--- src/rtl/seq_or_monitor_if.sv ---
// rtl/seq_or_monitor_if.sv - stimulus/status bundle between a sequence monitor and its driver
interface seq_or_monitor_if #(
  parameter int CNT_W = 8
);
  logic             start;
  logic             a;
  logic             b;
  logic             clr_stats;
  logic             busy;
  logic             pass;
  logic             fail;
  logic [CNT_W-1:0] pass_cnt;
  logic [CNT_W-1:0] fail_cnt;
  logic [CNT_W-1:0] drop_cnt;

  modport master (
    output start, a, b, clr_stats,
    input  busy, pass, fail, pass_cnt, fail_cnt, drop_cnt
  );

  modport slave (
    input  start, a, b, clr_stats,
    output busy, pass, fail, pass_cnt, fail_cnt, drop_cnt
  );
endinterface

--- src/rtl/seq_or_monitor.sv ---
// rtl/seq_or_monitor.sv - two-branch sequence checker with pass/fail pulses and saturating stats
module seq_or_monitor #(
  parameter int A_REPS = 2,
  parameter int B_LOW  = 3,
  parameter int B_HIGH = 2,
  parameter int MODE   = 0,
  parameter int CNT_W  = 8
) (
  input  logic            clk,
  input  logic            rst_n,
  seq_or_monitor_if.slave mon
);
  localparam int L1   = A_REPS;
  localparam int L2   = B_LOW + B_HIGH;
  localparam int LMAX = (L1 > L2) ? L1 : L2;
  localparam int SW   = (LMAX > 1) ? $clog2(LMAX) : 1;

  typedef enum logic {IDLE, RUN} state_t;

  typedef struct packed {
    logic pass;
    logic fail;
    logic pend1;
    logic pend2;
  } eval_t;

  // One attempt step: which pending branches complete or die, and whether that decides the attempt.
  function automatic eval_t eval_step(input int k, input logic av, input logic bv,
                                      input logic p1, input logic p2);
    eval_t r;
    logic  exp_b, done1, dead1, done2, dead2, n1, n2;
    done1 = p1 && av && (k == L1 - 1);
    dead1 = p1 && !av;
    exp_b = (k >= B_LOW);
    done2 = p2 && (bv == exp_b) && (k == L2 - 1);
    dead2 = p2 && (bv != exp_b);
    n1    = p1 && !done1 && !dead1;
    n2    = p2 && !done2 && !dead2;
    if (MODE == 0) begin
      r.pass = done1 || done2;
      r.fail = !r.pass && !n1 && !n2;
    end else begin
      r.fail = dead1 || dead2;
      r.pass = !r.fail && !n1 && !n2;
    end
    r.pend1 = n1;
    r.pend2 = n2;
    return r;
  endfunction

  function automatic logic [CNT_W-1:0] sat_inc(input logic [CNT_W-1:0] v, input logic inc);
    return (inc && (v != {CNT_W{1'b1}})) ? v + CNT_W'(1) : v;
  endfunction

  state_t           state_q, state_d;
  logic [SW-1:0]    step_q, step_d;
  logic             pend1_q, pend1_d, pend2_q, pend2_d;
  logic             start_q;
  logic             busy_q, busy_d, pass_q, pass_d, fail_q, fail_d;
  logic [CNT_W-1:0] pass_cnt_q, pass_cnt_d, fail_cnt_q, fail_cnt_d, drop_cnt_q, drop_cnt_d;
  logic             rise, running, old_done, launch, new_done, drop;
  eval_t            cur, fresh;

  // Next state: finish the running attempt, and let a rise launch a new one at step 0 on the same edge.
  always_comb begin
    rise     = mon.start && !start_q;
    running  = (state_q == RUN);
    cur      = eval_step(int'(step_q), mon.a, mon.b, pend1_q, pend2_q);
    fresh    = eval_step(0, mon.a, mon.b, 1'b1, 1'b1);
    old_done = running && (cur.pass || cur.fail);
    launch   = rise && (!running || old_done);
    drop     = rise && running && !old_done;
    new_done = launch && (fresh.pass || fresh.fail);
    state_d  = state_q;
    step_d   = step_q;
    pend1_d  = pend1_q;
    pend2_d  = pend2_q;
    pass_d   = 1'b0;
    fail_d   = 1'b0;
    if (running) begin
      if (old_done) begin
        pass_d  = cur.pass;
        fail_d  = cur.fail;
        state_d = IDLE;
      end else begin
        step_d  = step_q + SW'(1);
        pend1_d = cur.pend1;
        pend2_d = cur.pend2;
      end
    end
    if (launch) begin
      if (new_done) begin
        // The older attempt owns the single pulse slot if both decide on this edge.
        if (!old_done) begin
          pass_d = fresh.pass;
          fail_d = fresh.fail;
        end
        state_d = IDLE;
      end else begin
        state_d = RUN;
        step_d  = SW'(1);
        pend1_d = fresh.pend1;
        pend2_d = fresh.pend2;
      end
    end
    busy_d     = (state_d == RUN);
    pass_cnt_d = mon.clr_stats ? '0 : sat_inc(pass_cnt_q, pass_d);
    fail_cnt_d = mon.clr_stats ? '0 : sat_inc(fail_cnt_q, fail_d);
    drop_cnt_d = mon.clr_stats ? '0 : sat_inc(drop_cnt_q, drop);
  end

  // Attempt FSM, registered pulses and statistics.
  always_ff @(posedge clk or negedge rst_n) begin
    if (!rst_n) begin
      state_q    <= IDLE;
      step_q     <= '0;
      pend1_q    <= 1'b0;
      pend2_q    <= 1'b0;
      start_q    <= 1'b0;
      busy_q     <= 1'b0;
      pass_q     <= 1'b0;
      fail_q     <= 1'b0;
      pass_cnt_q <= '0;
      fail_cnt_q <= '0;
      drop_cnt_q <= '0;
    end else begin
      state_q    <= state_d;
      step_q     <= step_d;
      pend1_q    <= pend1_d;
      pend2_q    <= pend2_d;
      start_q    <= mon.start;
      busy_q     <= busy_d;
      pass_q     <= pass_d;
      fail_q     <= fail_d;
      pass_cnt_q <= pass_cnt_d;
      fail_cnt_q <= fail_cnt_d;
      drop_cnt_q <= drop_cnt_d;
    end
  end

  assign mon.busy     = busy_q;
  assign mon.pass     = pass_q;
  assign mon.fail     = fail_q;
  assign mon.pass_cnt = pass_cnt_q;
  assign mon.fail_cnt = fail_cnt_q;
  assign mon.drop_cnt = drop_cnt_q;
endmodule

--- src/flat_wrapper.sv ---
// flat-port wrapper written by rule: the top's interface ports become plain ports
module seq_or_monitor_flat 
#(
  parameter int A_REPS = 2,
  parameter int B_LOW  = 3,
  parameter int B_HIGH = 2,
  parameter int MODE   = 0,
  parameter int CNT_W  = 8
)
  (clk, rst_n, mon_start, mon_a, mon_b, mon_clr_stats, mon_busy, mon_pass, mon_fail, mon_pass_cnt, mon_fail_cnt, mon_drop_cnt);
  seq_or_monitor_if #(.CNT_W(CNT_W)) mon_i ();
  input  logic clk;
  input  logic rst_n;
  input wire logic [$bits(mon_i.start)-1:0] mon_start;
  input wire logic [$bits(mon_i.a)-1:0] mon_a;
  input wire logic [$bits(mon_i.b)-1:0] mon_b;
  input wire logic [$bits(mon_i.clr_stats)-1:0] mon_clr_stats;
  output wire logic [$bits(mon_i.busy)-1:0] mon_busy;
  output wire logic [$bits(mon_i.pass)-1:0] mon_pass;
  output wire logic [$bits(mon_i.fail)-1:0] mon_fail;
  output wire logic [$bits(mon_i.pass_cnt)-1:0] mon_pass_cnt;
  output wire logic [$bits(mon_i.fail_cnt)-1:0] mon_fail_cnt;
  output wire logic [$bits(mon_i.drop_cnt)-1:0] mon_drop_cnt;
  assign mon_i.start = mon_start;
  assign mon_i.a = mon_a;
  assign mon_i.b = mon_b;
  assign mon_i.clr_stats = mon_clr_stats;
  assign mon_busy = mon_i.busy;
  assign mon_pass = mon_i.pass;
  assign mon_fail = mon_i.fail;
  assign mon_pass_cnt = mon_i.pass_cnt;
  assign mon_fail_cnt = mon_i.fail_cnt;
  assign mon_drop_cnt = mon_i.drop_cnt;
  seq_or_monitor #(.A_REPS(A_REPS), .B_LOW(B_LOW), .B_HIGH(B_HIGH), .MODE(MODE), .CNT_W(CNT_W)) u_core (.clk(clk), .rst_n(rst_n), .mon(mon_i));
endmodule
--- config.mk ---
export PLATFORM = sky130hd
export DESIGN_NAME = seq_or_monitor_flat
export DESIGN_NICKNAME = d
export VERILOG_FILES = /design/src/rtl/seq_or_monitor_if.sv /design/src/rtl/seq_or_monitor.sv /design/src/flat_wrapper.sv
export SDC_FILE = /design/constraint.sdc
export NUM_CORES = 1
export LEC_CHECK = 0
export ABC_AREA = 1
export CORE_MARGIN = 5
export CORE_UTILIZATION = 40
export DETAILED_ROUTE_END_ITERATION = 7
export PLACE_DENSITY = 0.63
export SYNTH_ARGS = -nofsm -noshare
export SYNTH_HDL_FRONTEND = slang
export SYNTH_SLANG_ARGS = --single-unit
--- constraint.sdc ---
create_clock -name clk -period 1.85 [get_ports clk]
set_clock_uncertainty 0.05 [all_clocks]
set_input_delay 0.37 -clock clk [delete_from_list [all_inputs] [get_ports clk]]
set_output_delay 0.37 -clock clk [all_outputs]
set_load 0.005 [all_outputs]
==> metrics.md <==
| Metric | Value |
|---|---|
| Setup crit start kind | flop |
| Clk buf depth | 2 |
| CP max stage delay | 0.39 ns |
| Sequence of cells on the critical path | ha_2 > ha_4 > nor2_4 > nand3_1 > nand4_1 > nand2_4 > a21oi_2 > nand2_4 > nand2_8 > nand2_8 > nand3_1 > nand2_1 |
| Chip Width | 78.9 µm |
| Routed Antenna Nets | 0 |
| Average vias per placed instance | 5.01 |
| Min Hold Slack | 0.431 ns |
| WL per Instance | about 13 µm |
| Reg clk slew, reported paths | 0.07 ns |
| Count of cell types in the netlist | 28 |
| Register area share after synthesis | roughly 43% |
| Row cnt | 25 |
| M1 GR Usage | approximately 20% |
| Final setup viols | 28 |
| Drc violations | 0 |
| Reg2reg path depth | 12 |
| Static leakage | between 1 and 1.5 nW |
| Critical Path RT | around 2.0 ns |
| Area Overhead vs Synth | 38.2% |
| Fin worst setup slack | -0.135 ns |
| Max-Cap Viols | 0 |
| Pin slew with the least headroom to its limit | 0.444 ns |
| Initial core utilization | between 40% and 50% |
| CP max stage cell | dfrtp_1 |
| Die ar. | between 0.006 and 0.007 mm² |
| R2R setup slack | -0.14 ns |
| Final Hold Fails | 0 |
| Hpwl dp | 3060 µm |
| Syn nets | about 250 |
| GR Layer Usage met2 | about a quarter |
| Final GP Congestion | a little under 0.8 |
| Origin of the critical flop-to-flop path | u_core.step_q[0] |
| Fin crit period | around 2.0 ns |
| Initial DRC Count | 65 |
| DRT Pass-1 Iters | 4 |
| Pins over their slew limit | 0 |
| Crit path kind | flop to flop |
| Mapped Cells | around 240 |
| Sw frac | between 30% and 40% |
| Ys Warns | 0 |
| Reg-to-reg endpoint | u_core.mon.fail_cnt[0] |
| Switch Pwr | approximately 0.83 mW |
| Final Instance Area | around 0.0026 mm² |
| H-tree depth | 2 |
| Height of the die | just under 80 µm |
| Max Clk Rate | just over 500 MHz |
| Failing checks | negative setup slack |
| Crit path arrival time | approximately 2.1 ns |
| Critical Path Fanout Max | 8 |
| Slew headroom | 70.4% |
| Final worst-path cycle share | 107% |
| Clock root cell | clkbuf_8 |
| Grt peak-use layer | met2 |
| Clock share of power | a little under a quarter |
| First-pass GRT wire length | around 7700 µm |
| Worst hold path class | input port to async pin |
| Number of antenna violations at the first check in global routing | 0 |
| Pint | 1.46 mW |
| NumNets Final | between 300 and 400 |
| WP buf/inv | 0 |
| Combinational share of power | 37.4% |
| Layout cells sized above 1 | between 10% and 20% |
| Pin count of the biggest net entering global routing | 34 |
| Worst setup EP type | flop |
| Post-synth top area cell | dfrtp_1 |
| TritonCTS buffer count | 5 |
| # diodes | 0 |
| Vias in the first global route | between 1500 and 2000 |
| Multi-input logic area | approximately 0.0011 mm² |
| Worst vdd rail ir drop | 367 µV |
| CTS tree | done |
| Placed inst area | ~0.0024 mm² |
| Core area | 0.00466 mm² |
| Synth top area cells | dfrtp_1, nand2_1, nand3_1, inv_1, ha_1 |
| Post-Syn Area | between 0.0015 and 0.002 mm² |
| Routed WL | between 4000 and 5000 µm |
| IO Pins | 33 |
| Reg power frac | 39.0% |
| Syn avg cell area | about 8 µm² |
| Crit-path leading delay family | simple AND/OR/NAND/NOR gates |
| Grt total ovfl | 0 |
| Clk_lat worst skew | 0.29 ns |
| Input/output buffers | 32 |
| Met3 GRT Util | under 10% |
| GRT Overall Usage | 15.7% |
| Yosys reg bits | 33 |
| PwrDens | between 800 and 900 mW/mm² |
| Vias | ~1700 |
| Area share of the leading cell type in the synthesized netlist | between 40 and 50% |
| RSZ-0062 raised after global routing | yes |
| Clk sinks | 33 |
| Status | complete, but fails checks |
| FF/Latch Area | slightly above 800 µm² |
| Fillers | between 400 and 500 |
-- layout by cell type (no fill, tap or decap), drive strengths merged, types with 7 or more instances in the layout --
master | Yosys | final
nand3 | 28 | 28
o21ai | 15 | 15
nor3 | 11 | 11
dfrtp | 33 | 33
nand4 | 12 | 12
inv | 33 | 33
a21oi | 7 | 7
nand2 | 56 | 57
clkdlybuf4s50 | 0 | 32
xor2 | 9 | 9
ha | 7 | 7
nor2 | 15 | 15
buf | 1 | 20
-- flip-flops by register name, indices dropped and copies added, names as in the netlist --
signal	count
u_core.mon.drop_cnt	8
u_core.mon.fail	1
u_core.mon.fail_cnt	8
u_core.mon.pass	1
u_core.mon.pass_cnt	8
u_core.pend1_q	1
u_core.pend2_q	1
u_core.running	1
u_core.start_q	1
u_core.step_q	3
-- cell type report --
type	count	share of cell area [%]
multi-input cells	167	40.1
flip-flops and latches	33	31.5
repair buffers	52	17.9
inverters	33	4.81
clock buffers	6	2.76
well taps	54	2.57
clock inverters	2	0.381
-- how the worst max path moves through the flow --
| stage | start | to | slack, ns | cells past startpoint |
|---|---|---|---|---|
| floorplan | u_core.step_q[0] | u_core.mon.fail_cnt[5] | -0.02 | 14 |
| global placement | mon_b | u_core.mon.fail_cnt[5] | -0.18 | 12 |
| detailed placement | mon_b | u_core.mon.fail_cnt[0] | -0.23 | 12 |
| CTS | u_core.step_q[0] | u_core.mon.fail_cnt[0] | -0.13 | 14 |
| global route | u_core.step_q[0] | u_core.mon.fail_cnt[0] | -0.28 | 14 |
| finish | u_core.step_q[0] | u_core.mon.fail_cnt[0] | -0.14 | 12 |
-- logic make-up after synthesis --
group | count (synthesis) | share of synthesized area (%)
compound gates | 23 | 6.32
buf+inv | 36 | 7.18
fa+ha+maj | 7 | 4.61
simple gates | 126 | 33.8
xor+xnor | 10 | 4.61
flops | 33 | 43.5
-- cells in the mapped netlist, drive strengths merged --
master  count
a21oi       7
a31oi       1
buf         1
clkbuf      2
dfrtp      33
ha          7
inv        33
nand2      56
nand3      28
nand4      12
nor2       15
nor3       11
nor4        3
o21ai      15
or2         1
xnor2       1
xor2        9
-- routing by layer --
metal  vias to the layer above  share of wire [%]
met3                         5                4.9
met1                       799                 48
met2                        39                 46
li1                        897                  -
met4                         0                1.4
met5                         -                  0
-- power by group through the flow --
stage                     logic, mW  clock network [mW]  registers, mW
after floorplan               0.409                   0          0.898
after global placement        0.734                   0          0.898
after detailed placement      0.744                   0          0.902
after CTS                     0.812               0.558          0.890
after global routing          0.961               0.583          0.910
final                         0.858               0.543          0.895
-- through the flow --
step	total power, mW	util [%]	setup TNS, ns	setup slack (ns)	cells
finish	2.30	56.3	-2.10	-0.135	347
global route	2.45	56.3	-6.72	-0.284	347
CTS	2.26	55.4	-2.00	-0.126	347
detailed placement	1.65	52.0	-4.16	-0.232	337
global placement	1.63	52.0	-3.07	-0.178	337
floorplan	1.31	-	-0.178	-0.0226	235
-- repair_timing --
item	in CTS	in global routing
pin swaps	0	1
setup buffers	1	0
cloned	1	0
endpoints found under the setup margin	30	32
hold buffers	0	0
resized for setup	13	9
No activity file was read; power rests on OpenSTA's default activity.
